**src/rtl/mem_bist_master.sv**
```systemverilog
// Memory BIST initiator: writes a seed-derived pattern over an address range, reads it back and compares.
// Block mode writes the whole range, idles one cycle, then reads; consecutive mode writes then reads each address.
module mem_bist_master #(
   parameter int WIDTH      = 8,
   parameter int DEPTH      = 32,
   parameter int ADDR_WIDTH = $clog2(DEPTH),
   parameter int TIMEOUT    = 16
) (
   input  logic                  clk,
   input  logic                  res,
   input  logic                  start,
   input  logic [1:0]            mode,
   input  logic [ADDR_WIDTH-1:0] start_addr,
   input  logic [ADDR_WIDTH:0]   num_locs,
   input  logic [WIDTH-1:0]      seed,
   output logic                  wr_rd,
   output logic [ADDR_WIDTH-1:0] addr,
   output logic [WIDTH-1:0]      wdata,
   output logic                  valid,
   input  logic                  ready,
   input  logic [WIDTH-1:0]      rdata,
   output logic                  busy,
   output logic                  done,
   output logic                  pass,
   output logic                  timeout,
   output logic [ADDR_WIDTH:0]   err_count,
   output logic [ADDR_WIDTH-1:0] first_err_addr
);
   localparam int TW = $clog2(TIMEOUT + 1);
   localparam logic [TW-1:0]         TMO_ONE  = 1;
   localparam logic [TW-1:0]         TMO_LAST = TW'(TIMEOUT - 1);
   localparam logic [ADDR_WIDTH-1:0] ADDR_ONE = 1;
   localparam logic [ADDR_WIDTH:0]   CNT_ONE  = 1;

   typedef enum logic [2:0] {S_IDLE, S_BW, S_GAP, S_BR, S_CW, S_CR, S_DONE} state_t;

   state_t                state_q, state_d;
   logic [ADDR_WIDTH-1:0] base_q, base_d;
   logic [ADDR_WIDTH-1:0] cur_q, cur_d;
   logic [ADDR_WIDTH-1:0] first_q, first_d;
   logic [ADDR_WIDTH:0]   num_q, num_d;
   logic [ADDR_WIDTH:0]   left_q, left_d;
   logic [ADDR_WIDTH:0]   err_q, err_d;
   logic [WIDTH-1:0]      seed_q, seed_d;
   logic [TW-1:0]         tmo_q, tmo_d;
   logic                  pass_q, pass_d;
   logic                  to_q, to_d;

   logic [WIDTH-1:0] cur_ext;
   logic [WIDTH-1:0] expect_dat;
   logic             hs;
   logic             last;

   always_comb begin
      cur_ext    = WIDTH'(cur_q);
      expect_dat = seed_q + cur_ext + (cur_ext << 3);
      valid      = (state_q == S_BW) || (state_q == S_BR) || (state_q == S_CW) || (state_q == S_CR);
      wr_rd      = (state_q == S_BW) || (state_q == S_CW);
      addr       = cur_q;
      wdata      = wr_rd ? expect_dat : '0;
      busy       = (state_q != S_IDLE) && (state_q != S_DONE);
      done       = (state_q == S_DONE);
      pass       = pass_q;
      timeout    = to_q;
      err_count  = err_q;
      first_err_addr = first_q;
      hs         = valid && ready;
      last       = (left_q == CNT_ONE);
   end

   always_comb begin
      state_d = state_q;
      base_d  = base_q;
      cur_d   = cur_q;
      first_d = first_q;
      num_d   = num_q;
      left_d  = left_q;
      err_d   = err_q;
      seed_d  = seed_q;
      tmo_d   = tmo_q;
      pass_d  = pass_q;
      to_d    = to_q;

      // Per-beat wait counter; abort once a request has waited TIMEOUT cycles.
      if (valid) begin
         if (hs) begin
            tmo_d = '0;
         end else if (tmo_q == TMO_LAST) begin
            to_d    = 1'b1;
            state_d = S_DONE;
         end else begin
            tmo_d = tmo_q + TMO_ONE;
         end
      end

      if (hs && !wr_rd && (rdata != expect_dat)) begin
         err_d = err_q + CNT_ONE;
         if (err_q == '0) first_d = cur_q;
      end

      case (state_q)
         S_IDLE: begin
            if (start) begin
               base_d  = start_addr;
               cur_d   = start_addr;
               num_d   = num_locs;
               left_d  = num_locs;
               seed_d  = seed;
               err_d   = '0;
               first_d = '0;
               to_d    = 1'b0;
               pass_d  = 1'b0;
               tmo_d   = '0;
               if (num_locs == '0)   state_d = S_DONE;
               else if (mode == 2'd1) state_d = S_CW;
               else                   state_d = S_BW;
            end
         end
         S_BW: begin
            if (hs) begin
               if (last) begin
                  state_d = S_GAP;
                  cur_d   = base_q;
                  left_d  = num_q;
               end else begin
                  cur_d  = cur_q + ADDR_ONE;
                  left_d = left_q - CNT_ONE;
               end
            end
         end
         S_GAP: state_d = S_BR;
         S_BR: begin
            if (hs) begin
               if (last) begin
                  state_d = S_DONE;
               end else begin
                  cur_d  = cur_q + ADDR_ONE;
                  left_d = left_q - CNT_ONE;
               end
            end
         end
         S_CW: begin
            if (hs) state_d = S_CR;
         end
         S_CR: begin
            if (hs) begin
               if (last) begin
                  state_d = S_DONE;
               end else begin
                  state_d = S_CW;
                  cur_d   = cur_q + ADDR_ONE;
                  left_d  = left_q - CNT_ONE;
               end
            end
         end
         S_DONE:  state_d = S_IDLE;
         default: state_d = S_IDLE;
      endcase

      // Verdict is latched on DONE entry so it already reflects the final compare.
      if ((state_d == S_DONE) && (state_q != S_DONE)) pass_d = (err_d == '0) && !to_d;
   end

   always_ff @(posedge clk) begin
      if (res) begin
         state_q <= S_IDLE;
         base_q  <= '0;
         cur_q   <= '0;
         first_q <= '0;
         num_q   <= '0;
         left_q  <= '0;
         err_q   <= '0;
         seed_q  <= '0;
         tmo_q   <= '0;
         pass_q  <= 1'b0;
         to_q    <= 1'b0;
      end else begin
         state_q <= state_d;
         base_q  <= base_d;
         cur_q   <= cur_d;
         first_q <= first_d;
         num_q   <= num_d;
         left_q  <= left_d;
         err_q   <= err_d;
         seed_q  <= seed_d;
         tmo_q   <= tmo_d;
         pass_q  <= pass_d;
         to_q    <= to_d;
      end
   end
endmodule

```
**config.mk**
```make
export PLATFORM = sky130hd
export DESIGN_NAME = mem_bist_master
export DESIGN_NICKNAME = d
export VERILOG_FILES = /design/src/rtl/mem_bist_master.sv
export SDC_FILE = /design/constraint.sdc
export NUM_CORES = 1
export LEC_CHECK = 0
export BUFFER_PORTS_ARGS = -buffer_cell sky130_fd_sc_hd__clkbuf_2
export CAP_MARGIN = 20
export CORE_MARGIN = 10
export CORE_UTILIZATION = 40
export DETAILED_ROUTE_END_ITERATION = 10
export GPL_TIMING_DRIVEN = 0
export PLACE_DENSITY_LB_ADDON = 0.12
export SETUP_SLACK_MARGIN = 0.15
export SYNTH_ARGS = -nofsm -noshare
export SYNTH_HDL_FRONTEND = slang
export SYNTH_SLANG_ARGS = --single-unit
```
**constraint.sdc**
```tcl
create_clock -name clk -period 4.1 [get_ports clk]
set_input_delay 0.205 -clock clk [delete_from_list [all_inputs] [get_ports clk]]
set_output_delay 0.205 -clock clk [all_outputs]
set_load 0.02 [all_outputs]
```
Word-level counts from Yosys, hierarchy flattened
Index checks and enable logic that the tools add are counted.
- mux-type cells: 47
- add/subtract/negate cells: 6
- reductions and logical operators: 24
- equal/unequal tests: 16
- operators by type and width (kind ; number):
    $mux 5 ; 14
    $mux 6 ; 8
    $mux 3 ; 12
    $logic_not 6->1 ; 3
    $pmux 3 s6 ; 1
    $pmux 6 s3 ; 1
    $pmux 5 s3 ; 1
    $eq 3x3->1 const B ; 4
    $add 5x1->5 const B ; 2
    $add 8x5->8 ; 1
    $add 8x8->8 ; 1
    $mux 1 ; 8
    $mux 8 ; 1
    $ne 8x8->1 ; 1
    $add 6x1->6 const B ; 1
    $eq 3x2->1 const B ; 2
    $eq 6x1->1 const B ; 1
    $logic_and 1x1->1 ; 6
    $ne 2x2->1 const B ; 3
    $reduce_bool 3->1 ; 2
    $sub 6x1->6 const B ; 1
    $eq 5x4->1 const B ; 1
    $reduce_and 5->1 ; 1
    $logic_or 1x1->1 ; 4
    10 further kinds ; 13
- output and inout port bits: 30
- bits of input ports: 33
- word-level logic and storage cells: 104
- register bits after elaboration: 51

Logic depth before layout (Yosys ltp)
Gate-level depths: netlist of the first run.
- depth in word-level cells: 14
- depth in mapped cells: 10
- depth with buffers taken out: 10

Worst setup path after synthesis of the first run
OpenSTA, ideal clock, no wires.
- path type: reg2reg
- from: reg cur_q[1], in the netlist addr[1]
- to: reg pass_q, in the netlist pass
- cell stages (with the launch flop): 11
- arrival time: 3286 ps
- clock period less this slack: 3373 ps
- library setup time: 87 ps
- setup slack: 727 ps
- data required time: 4013 ps
- path through: dfxtp_1 -> ha_1 -> ha_1 -> fa_1 -> a211oi_2 -> o21bai_1 -> xnor3_4 -> nor4_4 -> nand2_2 -> a2111o_1 -> o31ai_1
- longest elaborated chain between the ends: 10
- RTL lines (item ; line ; RTL):
    start, declared ; 39 ; logic [ADDR_WIDTH-1:0] cur_q, cur_d;
    start signal, assigned ; 180 ; cur_q <= cur_d;
    $add 8x5->8 ; 56 ; expect_dat = seed_q + cur_ext + (cur_ext << 3);
    $add 8x8->8 * ; 56 ;
    $ne 8x8->1 * ; 96 ; if (hs && !wr_rd && (rdata != expect_dat)) begin
    $logic_and 1x1->1 * ; 96 ;
    $mux 6 * ; 96 ;
    $mux 6 ; 103 ; if (start) begin
    $mux 6 * ; 101 ; case (state_q)
    $logic_not 6->1 * ; 161 ; if ((state_d == S_DONE) && (state_q != S_DONE)) pass_d = (err_d == '0) && !to_d;
    $logic_and 1x1->1 * ; 161 ;
    $mux 1 * ; 161 ;
    end signal, assigned ; 187 ; pass_q <= pass_d;
    end, declared ; 46 ; logic pass_q, pass_d;
Every way passes the cells marked *; elsewhere a longest branch is shown, timed or not.
A chain may end at the register's enable or synchronous reset.

Worst setup path in the final report of the first run
Same ends and word-level chain as after synthesis.

==> impl_metrics.csv, run 1 <==
group,metric,value,unit
timing,tightest_slew,0.6810,ns
worst_setup_path,crit_chain,"ha_1 -> ha_1 -> fa_1 -> a211oi_2 -> o21bai_1 -> xnor3_4 -> nor4_4 -> buf_4 -> nand2_2 -> a2111o_1 -> o31ai_1",
logic_synthesis,ys_types,70,
worst_setup_path,required,4.32,ns
worst_setup_path,cp-end-kind,"flop",
run_status,status,"complete, no violations",
power,irDropWorstVdd,0.0001504,V
drt,wl_per_cell,16.38,µm
drt,avgViaCountPerCell,5.582,
worst_setup_path,start_kind,"flop",
cells_and_area,nFillCells,856,
clocking,cts_buffers,5,
logic_synthesis,synth_edf_count,0,
die,die_y,111.3,µm
drt,drt_iter0_drc,162,
power,power.leakage,1.631,nW
worst_setup_path,r2r_cells,11,
timing,max_freq,279.2,MHz
placement,dp_hpwl,7417,µm
logic_synthesis,ys_seq_elements,51,
grt,grt_max_degree,19,
worst_setup_path,worstSetupPathType,"reg2reg",
timing,max-slew-margin-rel,54.43,%
logic_synthesis,synth-seq-area-share,30.62,%
cells_and_area,register_area,1021,µm²
logic_synthesis,synth_area,3334,µm²
die,die_w,111.3,µm
worst_hold_path,hold-path-endpoint,"seed_q[2]",
worst_hold_path,min_from,"seed[2]",
timing,finalMaxSlewViolations,0,
cells_and_area,syn_to_final_growth,16.47,%
grt,track_usage,15.04,%
logic_synthesis,synth_top_flop_cell,"dfxtp_1",
die,ios,63,
die,initial_core_util,40.79,%
drt,ant_nets,0,
placement,place_area,3766,µm²
clocking,clk_latency,0.32,ns
grt,grt_pass1_wl,15930,µm
timing,hold_ws,0.09033,ns
worst_setup_path,crit_fanout,9,
logic_synthesis,syn_inst,417,
drt,num_vias,3310,
die,rows,33,
power,p_total,1.413,mW
timing,fin_crit_sh,87.34,%
logic_synthesis,synth_area_per_cell,7.996,µm²
logic_synthesis,yosysTopAreaCell,"dfxtp_1",
drt,drc,0,
worst_hold_path,hp-class,"in2reg",
die,dieArea,12390,µm²
cells_and_area,final_nets,540,
clocking,clockRootBuffer,"clkbuf_8",
grt,overflow,0,
placement,port_buffers,60,
clocking,cts_tree,"built",
cells_and_area,fin_area,3884,µm²
logic_synthesis,yosys_warnings,0,
clocking,cts_sinks,51,
worst_setup_path,cp_common_cell,"ha_1",
logic_synthesis,synth_top_area_share,30.62,%
worst_setup_path,cp_data_arrival_time,3.80,ns
worst_setup_path,r2r-end,"pass",
clocking,clk_pin_slew,0.11,ns
timing,setup_tns,0,ns
worst_setup_path,critPathSlowestCell,"dfxtp_1",
job,cap_violations,0,
worst_hold_path,holdPathStages,3,
cells_and_area,antennaDiodeCount,0,
cells_and_area,utilization,47.51,%
placement,place_ws,0.3621,ns
worst_setup_path,critical_path.max_stage_delay,0.55,ns
cells_and_area,drive_gt1_share,18.44,%
timing,rsz0062_at_grt,"false",
timing,hold_viol,0,
clocking,cts.path.max_buffers,2,
cells_and_area,final_cells,593,
cells_and_area,multiInputGateArea,2178,µm²
placement,place_congestion,0.8717,
clocking,cts_resized,0,
clocking,htreeDepth,2,
timing,timing.final.crit_period,3.581,ns
logic_synthesis,synth.net_count,470,
grt,grt_antenna_before_repair,0,
logic_synthesis,yosys-top-cells-area,"dfxtp_1 31%, a21oi_1 6.5%, ha_1 6.4%",
placement,dp_cells,582,
worst_setup_path,critical_path_buf_inv_count,1,
grt,grt_pass1_vias,3120,
timing,setup_slack,0.5189,ns
worst_setup_path,critical-path-top-delay-family,"compound AO/OA/AOI/OAI gates",
timing,fin_skew,0.01657,ns
logic_synthesis,synthArstFlopShare,0,%
worst_setup_path,r2r_setup_slack,0.52,ns
worst_setup_path,reg2reg_from,"addr[1]",
timing,setup_viol,0,
power,p_per_area,363.9,nW/µm²
drt,drtPass1Iterations,5,
drt,routed_wl,9715,µm
die,coreArea,8175,µm²
-- state kept, by name, summed over array words and instances, names as in the netlist --
register        flops
tmo_q               5
num_q               6
pass                1
timeout             1
state_q             3
addr                5
err_count           6
first_err_addr      5
seed_q              8
base_q              5
left_q              6
-- synthesized netlist by cell type, types with 2 or more instances --
cell and instances:
o221a_2 2, nor2b_1 2, ha_1 17, mux2i_1 7
dfxtp_1 51, xor2_1 10, buf_2 3, nand3_1 15
and3_1 5, or4_1 2, a31oi_1 6, a221o_1 2
nor3b_1 4, inv_1 12, clkbuf_1 19, a211oi_2 2
a211oi_1 8, o21ai_0 17, a2111o_1 2, nand2b_1 6
o21a_1 2, o22ai_1 2, o21bai_1 2, fa_1 3
a2bb2oi_1 5, o31ai_1 2, nor4_1 2, nor3_1 10
a22oi_1 4, nor2_1 45, nand2_1 55, o21ai_1 4
xnor2_1 7, a22o_1 2, a21oi_1 43, o221ai_1 3
-- cell type report --
cell class,instances,area share [%]
flip-flops and latches,51,26.29
plain buffers,23,2.320
clock inverters,3,0.6765
inverters,12,1.160
clock buffers,5,1.772
well taps,105,3.383
multi-input cells,331,56.09
repair buffers,63,8.312
-- cell families after synthesis --
group                      Yosys count  synth area share [%]
AOI/OAI and AO/OA                  122                 24.80
xor gates and xnor gates            20                 6.642
adders and majority gates           21                 8.480
buffers and inverters               35                 4.052
DFF                                 51                 30.62
muxes                                8                 2.439
and+or+nand+nor                    160                 22.97
-- worst min-delay path: stages --
cell and delay [ns]:
clkbuf_2 0.08, nand2_1 0.05, a21oi_1 0.05
-- report_power, final --
part | leakage [nW] | internal [mW] | switching, mW
clock | 0.0491 | 0.126 | 0.189
combinational | 1.17 | 0.207 | 0.322
sequential | 0.416 | 0.530 | 0.0387
-- placed cells by master (no fill, tap or decap), types with 6 or more instances in the layout --
cell	count
nand2_1	55
a21oi_1	43
nor3_1	10
o21ai_0	17
a31oi_1	6
a211oi_1	8
clkbuf_2	60
dfxtp_1	51
xnor2_1	7
mux2i_1	7
nand3_1	15
clkbuf_1	19
inv_1	12
nand2b_1	6
nor2_1	45
ha_1	17
xor2_1	10
-- metal layers --
metal  global-route usage [%]  up-vias  wire length (µm)
li1                         -     1651                 -
met4                    3.856        0                81
met2                    24.07       89              4553
met1                    20.02     1565              4511
met3                    3.139        5               569
met5                        0        -                 0
-- worst max-delay path by stage --
stage,from,to,cells past startpoint
after global placement,addr[1],pass,10
after CTS,addr[1],pass,10
final,addr[1],pass,11
after detailed placement,addr[1],pass,10
after global routing,addr[1],first_err_addr[1],10
after floorplan,addr[1],pass,10
-- timing repair --
| action | 4_1_cts | 5_1_grt |
|---|---|---|
| buffers inserted | 0 | 3 |
| endpoints found under the setup margin | 0 | 1 |
| hold buffers | 0 | 0 |
No activity file was read; power rests on OpenSTA's default activity.
==> run 2: changes to the inputs <==
--- a/config.mk
+++ b/config.mk
@@ -5,6 +5,7 @@
 export SDC_FILE = /design/constraint.sdc
 export NUM_CORES = 1
 export LEC_CHECK = 0
+export ABC_AREA = 1
 export BUFFER_PORTS_ARGS = -buffer_cell sky130_fd_sc_hd__clkbuf_2
 export CAP_MARGIN = 20
 export CORE_MARGIN = 10
==> run 2 against run 1 <==
Effect of this change: first-iteration DRC count decreased by 11%; total power grew 22%; area after synthesis shrank 0.41%; combinational power up 37%; setup slack improved by 0.57 ns; synthesized cell count is 20% higher; die area shrank 0.33%; hold slack improved by 0.032 ns; largest power group is now combinational logic; highest routed layer unchanged.
==> impl_metrics.csv, run 2 <==
group,metric,value,unit
worst_setup_path,critical_path.max_stage_delay,0.60,ns
job,cap_violations,0,
grt,overflow,0,
drt,wl_per_cell,14.13,µm
drt,drt_iter0_drc,144,
drt,avgViaCountPerCell,5.148,
drt,drtPass1Iterations,4,
logic_synthesis,synth_common_cells,"105 x nand2_1, 64 x inv_1, 54 x nor2_1",
placement,place_congestion,0.8861,
power,power.leakage,1.881,nW
worst_setup_path,critical-path-top-delay-family,"simple AND/OR/NAND/NOR gates",
die,rows,33,
logic_synthesis,synth_area,3321,µm²
timing,timing.final.crit_period,3.009,ns
grt,grt_pass1_vias,3354,
grt,track_usage,14.99,%
clocking,cts_setup_buffers,0,
clocking,htreeDepth,2,
clocking,postCtsHoldBufs,0,
clocking,cts_resized,0,
logic_synthesis,synth_area_per_cell,6.615,µm²
cells_and_area,syn_to_final_growth,16.77,%
run_status,status,"complete, no violations",
cells_and_area,final_cell_mix,"105 x nand2_1, 64 x inv_1, 62 x clkbuf_2, 54 x nor2_1, 51 x dfxtp_1",
timing,fin_skew,0.01726,ns
placement,dp_hpwl,7523,µm
cells_and_area,final_common_cell,"nand2_1",
logic_synthesis,synth_top_flop_cell,"dfxtp_1",
die,die_y,111.1,µm
clocking,cts_sinks,51,
worst_setup_path,critical_path_buf_inv_count,1,
timing,setup_viol,0,
die,ios,63,
worst_setup_path,crit_fanout,9,
worst_setup_path,cp-end-kind,"flop",
placement,place_ws,1.099,ns
power,irDropWorstVdd,0.0001943,V
timing,tightest_slew,0.5971,ns
logic_synthesis,synth.net_count,555,
logic_synthesis,syn_inst,502,
clocking,clk_pin_slew,0.10,ns
drt,ant_nets,0,
worst_setup_path,required,4.35,ns
timing,rsz0062_at_grt,"false",
power,p_per_area,442.9,nW/µm²
cells_and_area,drive_gt1_share,16.43,%
logic_synthesis,synthArstFlopShare,0,%
logic_synthesis,synth-seq-area-share,30.75,%
placement,dp_cells,669,
grt,grt_pass1_wl,16040,µm
cells_and_area,antennaDiodeCount,0,
logic_synthesis,ys_seq_elements,51,
timing,max_freq,332.4,MHz
logic_synthesis,yosysTopAreaCell,"dfxtp_1",
timing,hold_viol,0,
worst_hold_path,hp-class,"in2reg",
clocking,clk_latency,0.31,ns
clocking,clockRootBuffer,"clkbuf_8",
logic_synthesis,synth_edf_count,0,
placement,port_buffers,62,
worst_setup_path,cp_common_cell,"nand2_1",
timing,fin_crit_sh,73.39,%
worst_setup_path,start_kind,"flop",
timing,setup_tns,0,ns
die,dieArea,12350,µm²
worst_setup_path,critPathSlowestCell,"dfxtp_1",
grt,grt_max_degree,18,
die,coreArea,8134,µm²
timing,finalMaxSlewViolations,0,
logic_synthesis,ys_types,36,
die,initial_core_util,40.82,%
worst_setup_path,crit_chain,"fa_1 -> ha_1 -> inv_1 -> nand2_1 -> nand2_1 -> nand2_1 -> nand2_1 -> nor2_1 -> nand3_1 -> nor2_2 -> nand3_4 -> nand2_2 -> nand2_1 -> nand3_1 -> nand3_1 -> nor2_1 -> nand2_1 -> a21oi_2",
logic_synthesis,synth_top_area_share,30.75,%
drt,routed_wl,9563,µm
logic_synthesis,yosys-top-cells-area,"dfxtp_1 31%, nand2_1 12%, inv_1 7.2%",
timing,setup_slack,1.091,ns
cells_and_area,final_nets,624,
cells_and_area,largest_register,"seed_q",
grt,grt_antenna_before_repair,0,
worst_setup_path,cp_data_arrival_time,3.26,ns
worst_setup_path,worstSetupPathType,"reg2reg",
cells_and_area,final_cells,677,
cells_and_area,largest_reg_flops,8,
logic_synthesis,yosys_warnings,0,
clocking,cts_tree,"built",
die,die_w,111.1,µm
clocking,cts.path.max_buffers,2,
timing,max-slew-margin-rel,60.19,%
logic_synthesis,synth_most_common_cell,"nand2_1",
timing,hold_ws,0.1220,ns
clocking,cts_buffers,5,
drt,num_vias,3485,
drt,drc,0,
-- run 2: routing by layer --
layer	vias up	GRT usage (%)	part of all wire, %
met5	-	0	0
met4	0	3.599	0.96
met3	9	3.084	4.0
met2	61	25.59	48
met1	1624	18.76	47
li1	1791	-	-
-- run 2: kinds of logic after synthesis --
logic type / share of synthesized area, %
xor+xnor: 2.637
simple gates: 30.07
compound gates: 18.65
fa+ha+maj: 8.214
flops: 30.75
buf+inv: 9.684
-- run 2: stage by stage --
stage                     power [mW]  utilization (%)  instance area, µm²
after floorplan                1.152                -                3321
after global placement         1.345            46.25                3762
after detailed placement       1.362            46.25                3762
after CTS                      1.731            47.67                3877
after global routing           1.862            47.67                3877
final                          1.717            47.67                3877
-- run 2: worst register-to-register path, cell delays in order (launching register included) --
cell and delay, ns:
dfxtp_1 0.60, fa_1 0.47, ha_1 0.39, inv_1 0.07, nand2_1 0.09, nand2_1 0.07, nand2_1 0.06, nand2_1 0.04
nor2_1 0.13, nand3_1 0.10, nor2_2 0.13, nand3_4 0.16, nand2_2 0.15, nand2_1 0.06, nand3_1 0.09, nand3_1 0.08
nor2_1 0.09, nand2_1 0.07, a21oi_2 0.10
-- run 2: cell type report --
cell class | count | area [µm²]
multi-input combinational | 368 | 1978
clock inverter | 3 | 46.29
clock buffer | 5 | 68.82
buffer | 13 | 58.81
tap | 105 | 131.4
timing repair buffer | 62 | 310.3
inverter | 70 | 262.8
sequential | 51 | 1021
fill | 880 | 4257
-- run 2: final timing paths --
kind | from | slack (ns) | to | cells after the start
min reg2reg | tmo_q[4] | 0.46 | tmo_q[4] | 2
min | seed[2] | 0.12 | seed_q[2] | 3
max | addr[0] | 1.09 | pass | 18
max reg2reg | addr[0] | 1.09 | pass | 18
-- run 2: power breakdown --
part	switching [mW]	internal (mW)
Sequential	0.0700	0.555
Clock	0.184	0.184
Combinational	0.477	0.247
